## config.mk

```make
export PLATFORM = sky130hd
export DESIGN_NAME = alu_result_display_flat
export DESIGN_NICKNAME = d
export VERILOG_FILES = /design/src/rtl/alu_result_display_if.sv /design/src/rtl/alu_result_display.sv /design/src/flat_wrapper.sv
export SDC_FILE = /design/constraint.sdc
export NUM_CORES = 1
export LEC_CHECK = 0
export BUFFER_PORTS_ARGS = -buffer_cell sky130_fd_sc_hd__buf_2
export CAP_MARGIN = 20
export CORE_ASPECT_RATIO = 1.75
export CORE_UTILIZATION = 45
export CTS_CLUSTER_SIZE = 40
export DETAILED_ROUTE_END_ITERATION = 10
export GPL_TIMING_DRIVEN = 0
export SKIP_LAST_GASP = 1
export SYNTH_ARGS = -nofsm -noshare
export SYNTH_HDL_FRONTEND = slang
export SYNTH_SLANG_ARGS = --single-unit
```

## constraint.sdc

```tcl
create_clock -name clk -period 2.05 [get_ports clk]
set_input_delay 0.205 -clock clk [delete_from_list [all_inputs] [get_ports clk]]
set_output_delay 0.205 -clock clk [all_outputs]
set_load 0.1 [all_outputs]
```

## src/rtl/alu_result_display_if.sv

```systemverilog
// Bundle between the ALU result display stage and its surroundings: live ALU
// result/flags and the raw load button in, multiplexed 7-segment drive out.
interface alu_result_display_if;
    logic [7:0] alures;
    logic       ZF;
    logic       OF;
    logic       load_btn;
    logic [7:0] an;
    logic [6:0] seg;
    logic       dp;

    // There is no valid/ready pair: alures/ZF/OF are level inputs that are
    // sampled only on a debounced press of load_btn.
    modport master (
        output alures,
        output ZF,
        output OF,
        output load_btn,
        input  an,
        input  seg,
        input  dp
    );

    modport slave (
        input  alures,
        input  ZF,
        input  OF,
        input  load_btn,
        output an,
        output seg,
        output dp
    );
endinterface

```

## src/rtl/alu_result_display.sv

```systemverilog
// ALU result display: debounced load button captures alures/ZF/OF, and the held
// values are scanned onto an 8-digit active-low 7-segment display.
module alu_result_display #(
    parameter int unsigned SCAN_DIV        = 100000,
    parameter int unsigned DEBOUNCE_CYCLES = 1000000
) (
    input logic               clk,
    input logic               rst,
    alu_result_display_if.slave bus
);

    localparam int unsigned SCAN_W = (SCAN_DIV > 1) ? $clog2(SCAN_DIV) : 1;
    localparam int unsigned DB_W   = (DEBOUNCE_CYCLES > 1) ? $clog2(DEBOUNCE_CYCLES) : 1;
    localparam logic [SCAN_W-1:0] SCAN_LAST = SCAN_W'(SCAN_DIV - 1);
    localparam logic [DB_W-1:0]   DB_LAST   = DB_W'(DEBOUNCE_CYCLES - 1);

    // Button synchronizer and debouncer
    logic            btn_meta;
    logic            btn_s;
    logic [DB_W-1:0] db_cnt;
    logic            db_level;
    logic            db_prev;
    logic            cap_pulse;

    // Held values
    logic [7:0] held_res;
    logic       held_zf;
    logic       held_of;
    logic       stale;

    // Scan state and registered display outputs
    logic [SCAN_W-1:0] scan_cnt;
    logic [2:0]        idx;
    logic [7:0]        an_r;
    logic [6:0]        seg_r;
    logic              dp_r;

    // Decoded drive for the slot selected by idx
    logic [7:0] slot_an;
    logic [6:0] slot_seg;
    logic       slot_dp;

    function automatic logic [6:0] hex_seg(input logic [3:0] v);
        logic [6:0] s;
        case (v)
            4'h0:    s = 7'h40;
            4'h1:    s = 7'h79;
            4'h2:    s = 7'h24;
            4'h3:    s = 7'h30;
            4'h4:    s = 7'h19;
            4'h5:    s = 7'h12;
            4'h6:    s = 7'h02;
            4'h7:    s = 7'h78;
            4'h8:    s = 7'h00;
            4'h9:    s = 7'h10;
            4'hA:    s = 7'h08;
            4'hB:    s = 7'h03;
            4'hC:    s = 7'h46;
            4'hD:    s = 7'h21;
            4'hE:    s = 7'h06;
            4'hF:    s = 7'h0E;
            default: s = 7'h7F;
        endcase
        return s;
    endfunction

    always_ff @(posedge clk or posedge rst) begin
        if (rst) begin
            btn_meta <= 1'b0;
            btn_s    <= 1'b0;
            db_cnt   <= '0;
            db_level <= 1'b0;
            db_prev  <= 1'b0;
        end else begin
            btn_meta <= bus.load_btn;
            btn_s    <= btn_meta;
            db_prev  <= db_level;
            // Any sample agreeing with the accepted level restarts the count.
            if (btn_s == db_level) begin
                db_cnt <= '0;
            end else if (db_cnt == DB_LAST) begin
                db_level <= btn_s;
                db_cnt   <= '0;
            end else begin
                db_cnt <= db_cnt + DB_W'(1);
            end
        end
    end

    assign cap_pulse = db_level & ~db_prev;

    always_ff @(posedge clk or posedge rst) begin
        if (rst) begin
            held_res <= 8'h00;
            held_zf  <= 1'b0;
            held_of  <= 1'b0;
        end else if (cap_pulse) begin
            held_res <= bus.alures;
            held_zf  <= bus.ZF;
            held_of  <= bus.OF;
        end
    end

    assign stale = ({bus.alures, bus.ZF, bus.OF} != {held_res, held_zf, held_of});

    always_comb begin
        slot_an  = 8'hFF;
        slot_seg = 7'h7F;
        slot_dp  = 1'b1;
        case (idx)
            3'd0: begin
                slot_an  = 8'hFE;
                slot_seg = hex_seg(held_res[3:0]);
                slot_dp  = ~stale;
            end
            3'd1: begin
                slot_an  = 8'hFD;
                slot_seg = hex_seg(held_res[7:4]);
            end
            3'd4: begin
                slot_an  = 8'hEF;
                slot_seg = hex_seg({3'b000, held_zf});
            end
            3'd5: begin
                slot_an  = 8'hDF;
                slot_seg = hex_seg({3'b000, held_of});
            end
            default: begin
                // Unused digits stay dark with their anode released.
                slot_an  = 8'hFF;
                slot_seg = 7'h7F;
                slot_dp  = 1'b1;
            end
        endcase
    end

    // At each wrap the outputs latch the slot idx points at, then idx advances,
    // so the first wrap after reset lights d0.
    always_ff @(posedge clk or posedge rst) begin
        if (rst) begin
            scan_cnt <= '0;
            idx      <= 3'd0;
            an_r     <= 8'hFF;
            seg_r    <= 7'h7F;
            dp_r     <= 1'b1;
        end else if (scan_cnt == SCAN_LAST) begin
            scan_cnt <= '0;
            idx      <= idx + 3'd1;
            an_r     <= slot_an;
            seg_r    <= slot_seg;
            dp_r     <= slot_dp;
        end else begin
            scan_cnt <= scan_cnt + SCAN_W'(1);
        end
    end

    assign bus.an  = an_r;
    assign bus.seg = seg_r;
    assign bus.dp  = dp_r;

endmodule

```

## src/flat_wrapper.sv

```systemverilog
// flat-port wrapper written by rule: the top's interface ports become plain ports
module alu_result_display_flat 
#(
    parameter int unsigned SCAN_DIV        = 100000,
    parameter int unsigned DEBOUNCE_CYCLES = 1000000
)
  (clk, rst, bus_alures, bus_ZF, bus_OF, bus_load_btn, bus_an, bus_seg, bus_dp);
  alu_result_display_if bus_i ();
  input logic clk;
  input logic rst;
  input wire logic [$bits(bus_i.alures)-1:0] bus_alures;
  input wire logic [$bits(bus_i.ZF)-1:0] bus_ZF;
  input wire logic [$bits(bus_i.OF)-1:0] bus_OF;
  input wire logic [$bits(bus_i.load_btn)-1:0] bus_load_btn;
  output wire logic [$bits(bus_i.an)-1:0] bus_an;
  output wire logic [$bits(bus_i.seg)-1:0] bus_seg;
  output wire logic [$bits(bus_i.dp)-1:0] bus_dp;
  assign bus_i.alures = bus_alures;
  assign bus_i.ZF = bus_ZF;
  assign bus_i.OF = bus_OF;
  assign bus_i.load_btn = bus_load_btn;
  assign bus_an = bus_i.an;
  assign bus_seg = bus_i.seg;
  assign bus_dp = bus_i.dp;
  alu_result_display #(.SCAN_DIV(SCAN_DIV), .DEBOUNCE_CYCLES(DEBOUNCE_CYCLES)) u_core (.clk(clk), .rst(rst), .bus(bus_i));
endmodule
```

# Yosys cells after proc, flatten, opt, wreduce, memory -nomap -nowiden
# Memories as Yosys holds them, arrays and structs flattened.
# Cells that the tools add are included.
word_totals:
  ff_bits: 70
  latchBits: 0
  ram_bits: 0
  rom_bits: 224
  input_bits: 13
  output_inout_bits: 16
  elab_cells: 41
  n_memories: 2
memory_table:
  columns: ["memory", "words", "word_bits", "rd", "rd_clocked_by_memory_dff", "write_ports", "line", "source"]
  rows:
  - ["(name not given)", 16, 7, 1, 0, 0, "alu_result_display.sv:45", "case (v)"]
  - ["(name not given)", 16, 7, 1, 0, 0, "alu_result_display.sv:45", null]
op_classes:
  add_sub_neg: 3
  multipliers: 0
  div: 0
  n_lt_le_gt_ge: 0
  n_eq_ne: 7
  shifts: 0
  n_mux: 8
  n_bitwise: 6
  reduce_logical: 2
ops:
  columns: ["operator", "count"]
  rows:
  - ["$mux W20", 2]
  - ["$pmux W7 S2", 2]
  - ["$pmux W7 S4", 1]
  - ["$pmux W6 S4", 1]
  - ["$add A20 B1 Y20 const B", 1]
  - ["$eq A20 B20 Y1 const B", 1]
  - ["$add A17 B1 Y17 const B", 1]
  - ["$eq A17 B17 Y1 const B", 1]
  - ["$mux W17", 1]
  - ["$ne A10 B10 Y1", 1]
  - ["$eq A3 B3 Y1 const B", 2]
  - ["$not A1 Y1", 5]
  - ["$add A3 B1 Y3 const B", 1]
  - ["$eq A3 B1 Y1 const B", 1]
  - ["$logic_not A3 Y1", 1]
  - ["$reduce_and A2 Y1", 1]
  - ["$and A1 B1 Y1", 1]
  - ["$eq A1 B1 Y1", 1]
  - ["$mux W1", 1]

# Longest topological paths before layout
# Gate-level depths: netlist (run 1).
logic_depth:
  word_depth: 3
  depth_mapped: 6

# Worst setup path after synthesis (run 1)
# Ideal clock, no wire load.
synth_path:
  path_kind: "reg-to-reg"
  from: "register u_core.held_res[0]"
  to: "register u_core.seg_r[3], in the netlist u_core.bus.seg[3]"
  setup_time_ns: 0.092
  arrival_time_ns: 1.538
  t_required_ns: 1.958
  slack_ns: 0.420
  stages_incl_launch_ff: 7
  cell_sequence: "dfrtp_1 > inv_1 > ha_1 > inv_1 > mux4_2 > a22oi_1 > a21oi_1"
synth_between:
  elab_chain_cells: 2
synth_rtl:
  columns: ["item", "line", "source"]
  rows:
  - ["start, declared", "alu_result_display.sv:26", "logic [7:0] held_res;"]
  - ["start signal, assigned", "alu_result_display.sv:98", "held_res <= bus.alures;"]
  - ["$mem_v2 Z16 W7", null, null]
  - ["$pmux W7 S4", "alu_result_display.sv:110", "case (idx)"]
  - ["end signal, assigned", "alu_result_display.sv:150", "seg_r <= slot_seg;"]
  - ["end, declared", "alu_result_display.sv:35", "logic [6:0] seg_r;"]
# No other way between the ends.
# A chain may end at the register's enable or synchronous reset.

# Worst setup path in the final report (run 1)
# Same ends and word-level chain as after synthesis.

==> impl_metrics.toml, run 1 <==
[timing]
tns_ns = 0
holdWs_ns = 0.0309
fmax_mhz = 528
post-route-period-util = 0.924
tightestPinTransition_ns = 0.810
relSlewSlack = 0.460
fin_crit_ns = 1.89
setup_ws_ns = 0.156
setup_viol = 0
finalHoldViolCount = 0
rsz0062_at_grt = "false"
slew_viol_final = 0
skew_ns = 0.00591

[setup_path]
crit_type = "register to register"
path_cells = "inv_1, ha_1, inv_1, mux4_2, a22oi_1, a21oi_1"
worstPathMaxFanout = 6
cp.buffers_inverters = 2
required_ns = 2.29
critical_path.most_common_cell = "inv_1"
critical-path-top-delay-family = "multiplexers"
worst_setup_path_start_kind = "register"
max_stage_delay_ns = 0.46
critPathSlowestCell = "mux4_2"
endpoint_kind = "register"
worstPathArrival_ns = 2.14

[layout]
final_cells = 507
nets = 444
area_growth_pct = 16.3
post-route-util = 0.545
drive_gt1_frac = 0.204
final_cell_area_um2 = 4340
antenna_cells = 0

[drt]
ant_nets = 0
drc = 0
dr.first_iter.drc_count = 154
wl_um = 7990
vias = 2778
drtPass1Iterations = 4
post_drt_wl_per_cell_um = 15.8
avgViaCountPerCell = 5.48

[place]
placed_area_um2 = 3980
io_buffers = 24
pre_cts_ws_ns = 0.139
dp_hpwl_um = 5920
place.gp.congestion = 0.896
place_inst = 490

[logic_synthesis]
postSynth.asyncResetShare = 1.00
synth_edf_count = 0
syn_inst = 373
yosysUniqueCellTypes = 55
synth_seq_area_share = 0.447
syn_area_um2 = 3730
avgSynthCellArea_um2 = 10.0
ys.flop_type = "dfrtp_1"
yosysWarnings = 0
ys_ff_latch = 66

[clocking]
cts_buffers = 9
clkLatencyLatePin_ns = 0.33
cts-root-buf = "clkbuf_16"
cts_tree = "done"
cts.sinks = 66
h-tree-depth = 3
post_cts_buffers = 0
clockBufferDepth = 2
cts.clk_slew.worst_paths_ns = 0.06

[floorplanning]
num_rows = 43
io_pins = 29
fp.dieH_um = 122
dieArea_um2 = 8670
die_w_um = 70.8
start_util = 0.468
design.core.area_um2 = 7960

[global_routing]
antenna_found_initial = 0
grt-ovfl-total = 0
grt_pass1_vias = 2761
global_route.usage.total = 0.205
grt_max_degree = 67
grt_pass1_wl_um = 13400

[power]
powerDensity_nw_per_um2 = 745
finalPower_mw = 3.23
ir_worst_vdd_uv = 452
power.leakage_nw = 1.95

[status]
status = "finished clean"

[hold_path]
hp-class = "input pin to async pin"

[flow_run]
cap_violations = 0
-- cell usage in the layout, fill, tap and decap left out, drive strengths merged, types with 2 or more instances in the layout --
master,count
dfrtp,54
nor2,36
buf,35
nand2,30
xor2,28
o21ai,21
ha,19
a21oi,17
inv,17
clkbuf,17
nand3,15
dfstp,12
xnor2,10
mux2,10
nand4,9
nor3,8
mux2i,7
and4,7
nand2b,6
a31oi,5
or3,5
conb,4
and2,3
o31ai,3
or4,3
nor4,3
nor2b,3
bufinv,3
and3b,2
nor3b,2
and3,2
mux4,2
o22a,2
clkinv,2
nor4b,2
-- cells in the mapped netlist, types with 9 or more instances --
master / instances / share of area
nand3_1: 11 / 0.015
ha_1: 19 / 0.064
nor2_1: 35 / 0.035
inv_1: 15 / 0.015
dfrtp_1: 54 / 0.36
o21ai_0: 13 / 0.017
mux2_2: 9 / 0.027
a21oi_1: 17 / 0.023
dfstp_2: 12 / 0.085
xnor2_1: 10 / 0.023
xor2_1: 28 / 0.066
nand2_1: 30 / 0.030
-- sequential cells by signal (all words and copies together) (netlist names) --
name	flops
u_core.db_cnt	20
u_core.scan_cnt	17
u_core.held_res	8
u_core.bus.seg	7
u_core.bus.an	4
u_core.idx	3
u_core.btn_meta	1
u_core.btn_s	1
u_core.bus.dp	1
u_core.db_level	1
u_core.db_prev	1
u_core.held_of	1
u_core.held_zf	1
-- power breakdown --
group          switching (mW)  internal (mW)
Combinational          0.0843         0.0271
Sequential            0.00483           1.31
Clock                   0.604           1.20
-- final timing paths --
path,end,slack (ns),startpoint,depth (start not counted)
worst min-delay path,u_core.btn_meta,0.03,rst,2
min in group clk,u_core.held_res[0],0.10,bus_alures[0],3
worst max-delay path,u_core.bus.seg[3],0.16,u_core.held_res[0],6
worst max register to register,u_core.bus.seg[3],0.16,u_core.held_res[0],6
max in group asynchronous,u_core.scan_cnt[12],1.49,rst,2
worst min register to register,u_core.btn_s,0.36,u_core.btn_meta,0
-- final cells by class --
class,count,area [um2]
repair buffers,25,130
clock inverters,7,125
flip-flops and latches,66,1670
clock buffers,9,225
well taps,90,113
multi-input cells,276,1920
plain buffers,19,97.6
inverters,15,58.8
fillers,745,3630
-- timing repair --
item / in CTS / in global routing
hold endpoints to repair: 1 / 0
hold buffers: 1 / 0
gates resized for setup: 0 / 0
endpoints found under the setup margin: 0 / 0
-- kinds of logic (layout without fill, tap and decap cells) --
| group | count (synthesis) | after routing | share of synthesized area |
|---|---|---|---|
| compound gates | 56 | 56 | 0.0876 |
| other cells | 1 | 4 | 0.00101 |
| xor+xnor | 38 | 38 | 0.0892 |
| flops | 66 | 66 | 0.447 |
| buf+inv | 34 | 75 | 0.0413 |
| simple gates | 140 | 140 | 0.209 |
| mux | 19 | 19 | 0.0611 |
| fa+ha+maj | 19 | 19 | 0.0637 |
-- per-layer routing --
metal | track usage | vias up | wire (um) | part of all wire
li1 | - | 1378 | - | -
met1 | 0.213 | 1346 | 3120 | 0.39
met2 | 0.387 | 40 | 4530 | 0.57
met3 | 0.0443 | 14 | 159 | 0.020
met4 | 0.0950 | 0 | 175 | 0.022
met5 | 0 | - | 0 | 0
Note: power is estimated with default switching activity, not from simulation.
==> run 2, diff against run 1 <==
--- a/config.mk
+++ b/config.mk
@@ -8,11 +8,14 @@
 export BUFFER_PORTS_ARGS = -buffer_cell sky130_fd_sc_hd__buf_2
 export CAP_MARGIN = 20
 export CORE_ASPECT_RATIO = 1.75
+export CORE_MARGIN = 1
 export CORE_UTILIZATION = 45
 export CTS_CLUSTER_SIZE = 40
 export DETAILED_ROUTE_END_ITERATION = 10
 export GPL_TIMING_DRIVEN = 0
+export REMOVE_ABC_BUFFERS = 1
 export SKIP_LAST_GASP = 1
 export SYNTH_ARGS = -nofsm -noshare
 export SYNTH_HDL_FRONTEND = slang
 export SYNTH_SLANG_ARGS = --single-unit
+export TNS_END_PERCENT = 30
==> impl_metrics.toml, run 2 (synthesized netlist as in run 1, its figures left out) <==
[power]
ir_worst_vdd_uv = 391
combPwrFrac = 0.036
power.leakage_nw = 1.87
finalPower_mw = 2.92
p_seq_frac = 0.451
p_switching_mw = 0.652
swShare = 0.223
internal_power_mw = 2.27
clockPowerShare = 0.513
powerDensity_nw_per_um2 = 696

[setup_path]
required_ns = 2.27
critical-path-top-delay-family = "simple AND/OR/NAND/NOR gates"
critPathSlowestCell = "and4_1"
worstPathArrival_ns = 2.08
cp.buffers_inverters = 1
worstSetupStartpoint = "u_core.db_cnt[2]"
rr_endpoint = "u_core.db_cnt[2]"
max_stage_delay_ns = 0.47
worst_setup_path_start_kind = "register"
ff2ff_setup_slack_ns = 0.18
endpoint_kind = "register"
worstPathMaxFanout = 12
path_cells = "and4_1, nand2_1, o21ai_2, buf_6, nor2_1"
reg2reg_depth = 5
r2r-start = "u_core.db_cnt[2]"
crit_type = "register to register"

[drt]
wl_um = 7710
drtPass1Iterations = 4
avgViaCountPerCell = 5.53
wl_met1_um = 3120
drc = 0
dr.first_iter.drc_count = 152
post_drt_wl_per_cell_um = 15.8
met2_length_um = 4300
top_layer_used = "met4"
ant_nets = 0
vias = 2703
dr_wl_met3_um = 172

[floorplanning]
design.core.area_um2 = 7960
fp.dieH_um = 122
dieArea_um2 = 8670
start_util = 0.468
num_rows = 43
io_pins = 29
die_w_um = 70.8

[place]
place_inst = 472
placed_area_um2 = 3890
io_buffers = 24
place.gp.congestion = 0.779
dp_hpwl_um = 5510

[timing]
relSlewSlack = 0.322
rsz0062_at_grt = "false"
setup_viol = 0
finalHoldViolCount = 0
tightestPinTransition_ns = 1.02
slew_viol_final = 0
skew_ns = 0.00798
fin_crit_ns = 1.87
holdWs_ns = 0.0271
fmax_mhz = 535
post-route-period-util = 0.912

[layout]
largest_reg_flops = 20
area_growth_pct = 12.3
final_cell_area_um2 = 4190
antenna_cells = 0
nets = 426
final_cells = 489
multi_input_area_um2 = 1920
reg_top3 = "u_core.db_cnt: 20 flops, u_core.scan_cnt: 17 flops, u_core.held_res: 8 flops"
seq_area_um2 = 1670
drive_gt1_frac = 0.188
final_common_cell = "dfrtp_1"
fill_cells = 737
layout_common_cells = "dfrtp_1 (54), nor2_1 (35), nand2_1 (30)"
top_register = "u_core.db_cnt"

[clocking]
cts_buffers = 9
cts.sinks = 66
cts.clk_slew.worst_paths_ns = 0.05
clkLatencyLatePin_ns = 0.33
cts-root-buf = "clkbuf_16"
cts_tree = "done"
clockBufferDepth = 2
h-tree-depth = 3

[global_routing]
global_route.usage.total = 0.202
grt_pass1_wl_um = 13400
grt_pass1_vias = 2798
antenna_found_initial = 0
grt-ovfl-total = 0
grt_max_degree = 67

[flow_run]
cap_violations = 0

[status]
status = "finished clean"

[hold_path]
hp-class = "input pin to async pin"
## run 2: worst reg2reg max path: cells and delay by family (launching register included)
kind,cells,cell delay (ns)
simple gates,3,0.71
flops,1,0.41
compound gates,1,0.41
buf+inv,1,0.22
## run 2: repair_timing
item                                   4_1_cts  5_1_grt
gates resized for setup                      1        0
hold buffers                                 1        0
setup endpoints to repair                   12        0
endpoints found under the hold margin        1        0
setup buffers                                0        0
## run 2: final cells by class
cell class,instances,area share
Clock inverter,6,0.0137
Tap cell,90,0.0269
Inverter,15,0.0140
Clock buffer,10,0.0546
Multi-Input combinational cell,276,0.459
Sequential cell,66,0.398
Timing Repair Buffer,26,0.0337
## run 2: metal layers
layer / track usage / up-vias
met5: 0 / -
met4: 0.0763 / 0
met3: 0.0443 / 9
met2: 0.372 / 28
met1: 0.224 / 1328
li1: - / 1338
## run 2: power groups by stage
stage / clock network [mW] / registers [mW] / logic (mW)
after floorplan: 0 / 1.34 / 0.0730
after global placement: 0 / 1.34 / 0.102
after detailed placement: 0 / 1.34 / 0.107
after CTS: 1.52 / 1.32 / 0.109
after global routing: 1.57 / 1.32 / 0.118
final: 1.50 / 1.32 / 0.106
## run 2: per-stage QoR
stage | TNS [ns] | util | setup slack (ns)
final | 0 | 0.526 | 0.181
after global routing | 0 | 0.526 | 0.0380
after CTS | 0 | 0.526 | 0.160
after detailed placement | -0.242 | 0.489 | -0.0311
after global placement | -43.78 | 0.487 | -0.673
after floorplan | 0 | - | 0.163
## run 2: how the worst max path moves through the flow
| stage | cells past startpoint | endpoint |
|---|---|---|
| after floorplan | 4 | u_core.db_cnt[10] |
| after global placement | 2 | u_core.scan_cnt[16] |
| after detailed placement | 5 | u_core.db_cnt[3] |
| after CTS | 5 | u_core.bus.seg[2] |
| after global routing | 5 | u_core.db_cnt[12] |
| final | 5 | u_core.db_cnt[2] |
